`src/rtl/regfile_dump_ctrl.sv`:
```
// Read-side sweeper for the register file: walks R0..R(NUM_REGS-1) through one
// combinational read port, streams each captured value with its index over a
// valid/ready interface, and flags a stale snapshot when an already captured
// register is written while the sweep is in progress.
module regfile_dump_ctrl #(
  parameter int unsigned NUM_REGS = 8,
  parameter int unsigned SEL_W    = 3,
  parameter int unsigned DATA_W   = 16
) (
  input  logic              clk,
  input  logic              rst,
  input  logic              start,
  output logic [SEL_W-1:0]  rf_sel,
  input  logic [DATA_W-1:0] rf_data,
  input  logic              wr_en,
  input  logic [SEL_W-1:0]  wr_sel,
  output logic              out_valid,
  input  logic              out_ready,
  output logic [DATA_W-1:0] out_data,
  output logic [SEL_W-1:0]  out_idx,
  output logic              busy,
  output logic              done,
  output logic              stale
);

  localparam logic [SEL_W-1:0] LAST_IDX = SEL_W'(NUM_REGS - 1);
  localparam logic [SEL_W-1:0] ONE_IDX  = SEL_W'(1);

  typedef enum logic [1:0] {
    IDLE = 2'd0,
    READ = 2'd1,
    SEND = 2'd2,
    FIN  = 2'd3
  } stateT;

  stateT             stateQ, stateD;
  logic [SEL_W-1:0]  idxQ, idxD;
  logic              validQ, validD;
  logic [DATA_W-1:0] dataQ, dataD;
  logic [SEL_W-1:0]  outIdxQ, outIdxD;
  logic              busyQ, busyD;
  logic              doneQ, doneD;
  logic              staleQ, staleD;
  logic              staleHit;

  // State and output registers; reset aborts any sweep in flight.
  always_ff @(posedge clk or posedge rst) begin
    if (rst) begin
      stateQ  <= IDLE;
      idxQ    <= '0;
      validQ  <= 1'b0;
      dataQ   <= '0;
      outIdxQ <= '0;
      busyQ   <= 1'b0;
      doneQ   <= 1'b0;
      staleQ  <= 1'b0;
    end else begin
      stateQ  <= stateD;
      idxQ    <= idxD;
      validQ  <= validD;
      dataQ   <= dataD;
      outIdxQ <= outIdxD;
      busyQ   <= busyD;
      doneQ   <= doneD;
      staleQ  <= staleD;
    end
  end

  // Next-state, capture, handshake and stale tracking.
  always_comb begin
    stateD   = stateQ;
    idxD     = idxQ;
    validD   = validQ;
    dataD    = dataQ;
    outIdxD  = outIdxQ;
    busyD    = busyQ;
    doneD    = 1'b0;
    staleD   = staleQ;
    staleHit = 1'b0;

    // A write hits the snapshot if its register was already read: anything
    // below idx, or idx itself once the READ cycle has sampled it (no bypass,
    // so a same-cycle write is missed by the capture).
    if ((stateQ != IDLE) && wr_en) begin
      if (wr_sel < idxQ) begin
        staleHit = 1'b1;
      end else if ((wr_sel == idxQ) && ((stateQ == READ) || (stateQ == SEND))) begin
        staleHit = 1'b1;
      end
    end
    if (staleHit) begin
      staleD = 1'b1;
    end

    case (stateQ)
      IDLE: begin
        if (start) begin
          staleD = 1'b0;
          idxD   = '0;
          busyD  = 1'b1;
          stateD = READ;
        end
      end
      READ: begin
        dataD   = rf_data;
        outIdxD = idxQ;
        validD  = 1'b1;
        stateD  = SEND;
      end
      SEND: begin
        if (out_ready) begin
          validD = 1'b0;
          if (idxQ == LAST_IDX) begin
            doneD  = 1'b1;
            stateD = FIN;
          end else begin
            idxD   = idxQ + ONE_IDX;
            stateD = READ;
          end
        end
      end
      FIN: begin
        busyD  = 1'b0;
        idxD   = '0;
        stateD = IDLE;
      end
      default: begin
        stateD = IDLE;
      end
    endcase
  end

  // Read select tracks the sweep index; idx is parked at 0 while idle.
  assign rf_sel    = idxQ;
  assign out_valid = validQ;
  assign out_data  = dataQ;
  assign out_idx   = outIdxQ;
  assign busy      = busyQ;
  assign done      = doneQ;
  assign stale     = staleQ;

endmodule

```
`config.mk`:
```
export PLATFORM = sky130hd
export DESIGN_NAME = regfile_dump_ctrl
export DESIGN_NICKNAME = d
export VERILOG_FILES = /design/src/rtl/regfile_dump_ctrl.sv
export SDC_FILE = /design/constraint.sdc
export NUM_CORES = 1
export LEC_CHECK = 0
export CORE_MARGIN = 4
export CORE_UTILIZATION = 39
export CTS_CLUSTER_SIZE = 8
export DETAILED_ROUTE_END_ITERATION = 7
export PLACE_DENSITY = 0.74
export SLEW_MARGIN = 20
export SYNTH_ARGS = -nofsm -noshare
export SYNTH_HDL_FRONTEND = slang
export SYNTH_SLANG_ARGS = --single-unit
```
`constraint.sdc`:
```
create_clock -name clk -period 1.67 [get_ports clk]
set_input_delay 0.167 -clock clk [delete_from_list [all_inputs] [get_ports clk]]
set_output_delay 0.167 -clock clk [all_outputs]
set_load 0.01 [all_outputs]
```
==> flow_metrics.tcl <==
set metrics [dict create \
    grt_usage_pct 13.9 \
    numPortBuffers 49 \
    tritoncts "built" \
    critPathArrivalTime_ps 1790 \
    vias 892 \
    antenna_found_initial 0 \
    synthCells 94 \
    timing.hold.worst.class "in -> async" \
    drv_slew 0 \
    setup_viol_count_final 0 \
    outcome "complete, no violations" \
    cts_buffers 3 \
    drt_iter0_markers 17 \
    grt_max_degree 29 \
    power_w 0.00312 \
    layout.nets 185 \
    num_rows 20 \
    rsz0062_at_grt "no" \
    path_max_fanout 17 \
    synthToLayoutAreaGrowth_pct 49.6 \
    die_w_um 65.5 \
    yosys-top-cells-count "28 x dfrtp_1, 19 x mux2_2, 9 x ha_1" \
    wl_per_cell_um 13.8 \
    n_antenna_cell 0 \
    ir_worst_vdd_uv 721 \
    fin_crit_sh_pct 94.3 \
    drive_gt1_share_pct 26.5 \
    synth_cell_types 25 \
    final_area_um2 1930 \
    die_area_um2 4300 \
    end_kind "flop" \
    start_kind "flop" \
    setup-tns-final_ps 0 \
    synth_ff_type "dfrtp_1" \
    hpwl_um 2160 \
    synth_edf_count 0 \
    ctsHoldBuffers 0 \
    grt-ovfl-total 0 \
    worst_r2r_path_depth 4 \
    slew_headroom_pct 76.7 \
    postRouteAntennaNets 0 \
    synth_seq_cells 28 \
    start_util_pct 41.6 \
    grt_pass1_wl_um 4570 \
    routed_via_density 4.57 \
    synth_top_area_share_pct 54.3 \
    wl_um 2690 \
    clk_latency_ps 320 \
    power_density_nw_per_um2 1610 \
    fmax_mhz 635 \
    ios 50 \
    ctsHtreeMaxLevel 1 \
    syn_avg_cell_area_um2 13.7 \
    p_leak_nw 0.858 \
    placed_area_um2 1880 \
    dr.pass1.iters 4 \
    synthArstFlopShare_pct 100 \
    syn-num-nets 127 \
    required_ps 1880 \
    grt_pass1_vias 985 \
    final_hold_viol_count 0 \
    die_h_um 65.5 \
    place.gp.congestion 0.687 \
    finClkSkew_ps 4.68 \
    drc 0 \
    cts_buffer_depth 2 \
    synth_top_cell_by_area "dfrtp_1" \
    yosysWarnings 0 \
    synth.most_common_cell "dfrtp_1" \
    min_period_ps 1580 \
    ctsRootBufferMaster "clkbuf_4" \
    clk_pin_slew_ps 140 \
    worst_pin_slew_ps 349 \
    cts.sinks 28 \
    synth.yosys.seq_area_share_pct 54.3 \
    crit_type "reg -> reg" \
    syn_area_um2 1290 \
    core_um2 3100 \
    synth_area_leaders "dfrtp_1 54%, mux2_2 17%, ha_1 8.7%" \
    maxCapViolCount 0 \
]
[worst max-delay path, stage by stage (launching register included)]
cell	delay [ps]
dfrtp_1	430
inv_1	120
ha_1	380
buf_12	200
mux2_2	350
[layer usage]
metal / vias up / global-route usage [%] / wire, um
li1: 440 / - / -
met1: 416 / 16.5 / 1120
met2: 34 / 24.4 / 1370
met3: 2 / 2.74 / 168
met4: 0 / 5.44 / 36
met5: - / 0 / 0
[logic make-up after synthesis]
logic type	share of synthesized area, %
adders and majority gates	8.72
AOI/OAI and AO/OA	6.88
muxes	20.1
DFF	54.3
buffers and inverters	3.49
and+or+nand+nor	6.59
[cells in the final DEF, fill, tap and decap left out, types with 2 or more instances in the layout]
master,instances
o2bb2ai_1,2
ha_1,6
a21oi_1,3
clkdlybuf4s50_1,49
ha_2,3
nor2_1,2
nand2_1,2
clkbuf_4,3
mux2_2,19
inv_1,8
buf_4,6
mux2i_1,3
dfrtp_1,27
[what timing repair did]
| item | CTS | global route |
|---|---|---|
| setup buffers | 0 | 2 |
| gates resized for setup | 0 | 2 |
| endpoints found under the setup margin | 0 | 3 |
| hold endpoints to repair | 0 | 0 |
[cell type report]
type | instances | area [um^2]
clock buffers | 4 | 36.3
fillers | 280 | 1170
inverters | 8 | 30.0
multi-input cells | 55 | 553
flip-flops and latches | 28 | 702
well taps | 44 | 55.1
repair buffers | 56 | 556
[through the flow]
stage / cells / worst slack, ps / hold WS [ps] / util [%]
CTS: 193 / 50.9 / 187 / 61.6
global placement: 189 / 117 / 488 / 60.4
finish: 195 / 94.9 / 187 / 62.3
floorplan: 94 / 18.7 / 232 / -
global route: 195 / 1.50 / 221 / 62.3
detailed placement: 189 / 86.2 / 494 / 60.4
[path summary, 6_finish.rpt]
| check | startpoint | endpoint | slack, ps |
|---|---|---|---|
| min reg2reg | out_data[8]$_DFFE_PP0P_ | out_data[8]$_DFFE_PP0P_ | 520 |
| max in group asynchronous | rst | rf_sel[0]$_DFFE_PP0P_ | 1210 |
| min | rst | out_data[2]$_DFFE_PP0P_ | 190 |
| max | stateQ[1]$_DFFE_PP0P_ | out_data[6]$_DFFE_PP0P_ | 90 |
| max reg2reg | stateQ[1]$_DFFE_PP0P_ | out_data[6]$_DFFE_PP0P_ | 90 |
| min in group clk | rf_data[2] | out_data[2]$_DFFE_PP0P_ | 450 |
[power by group]
group / total (W) / leakage [nW] / switching [W] / internal [W]
sequential: 0.00111 / 0.340 / 0.000150 / 0.000958
combinational: 0.00169 / 0.497 / 0.000649 / 0.00104
clock: 0.000317 / 0.0210 / 0.000184 / 0.000133
[flip-flops by register name, indices dropped and copies added (netlist names)]
name / flops
out_data: 16
busy: 1
done: 1
stateQ: 2
stale: 1
rf_sel: 3
out_idx: 3
out_valid: 1
No activity file was read; power rests on OpenSTA's default activity.
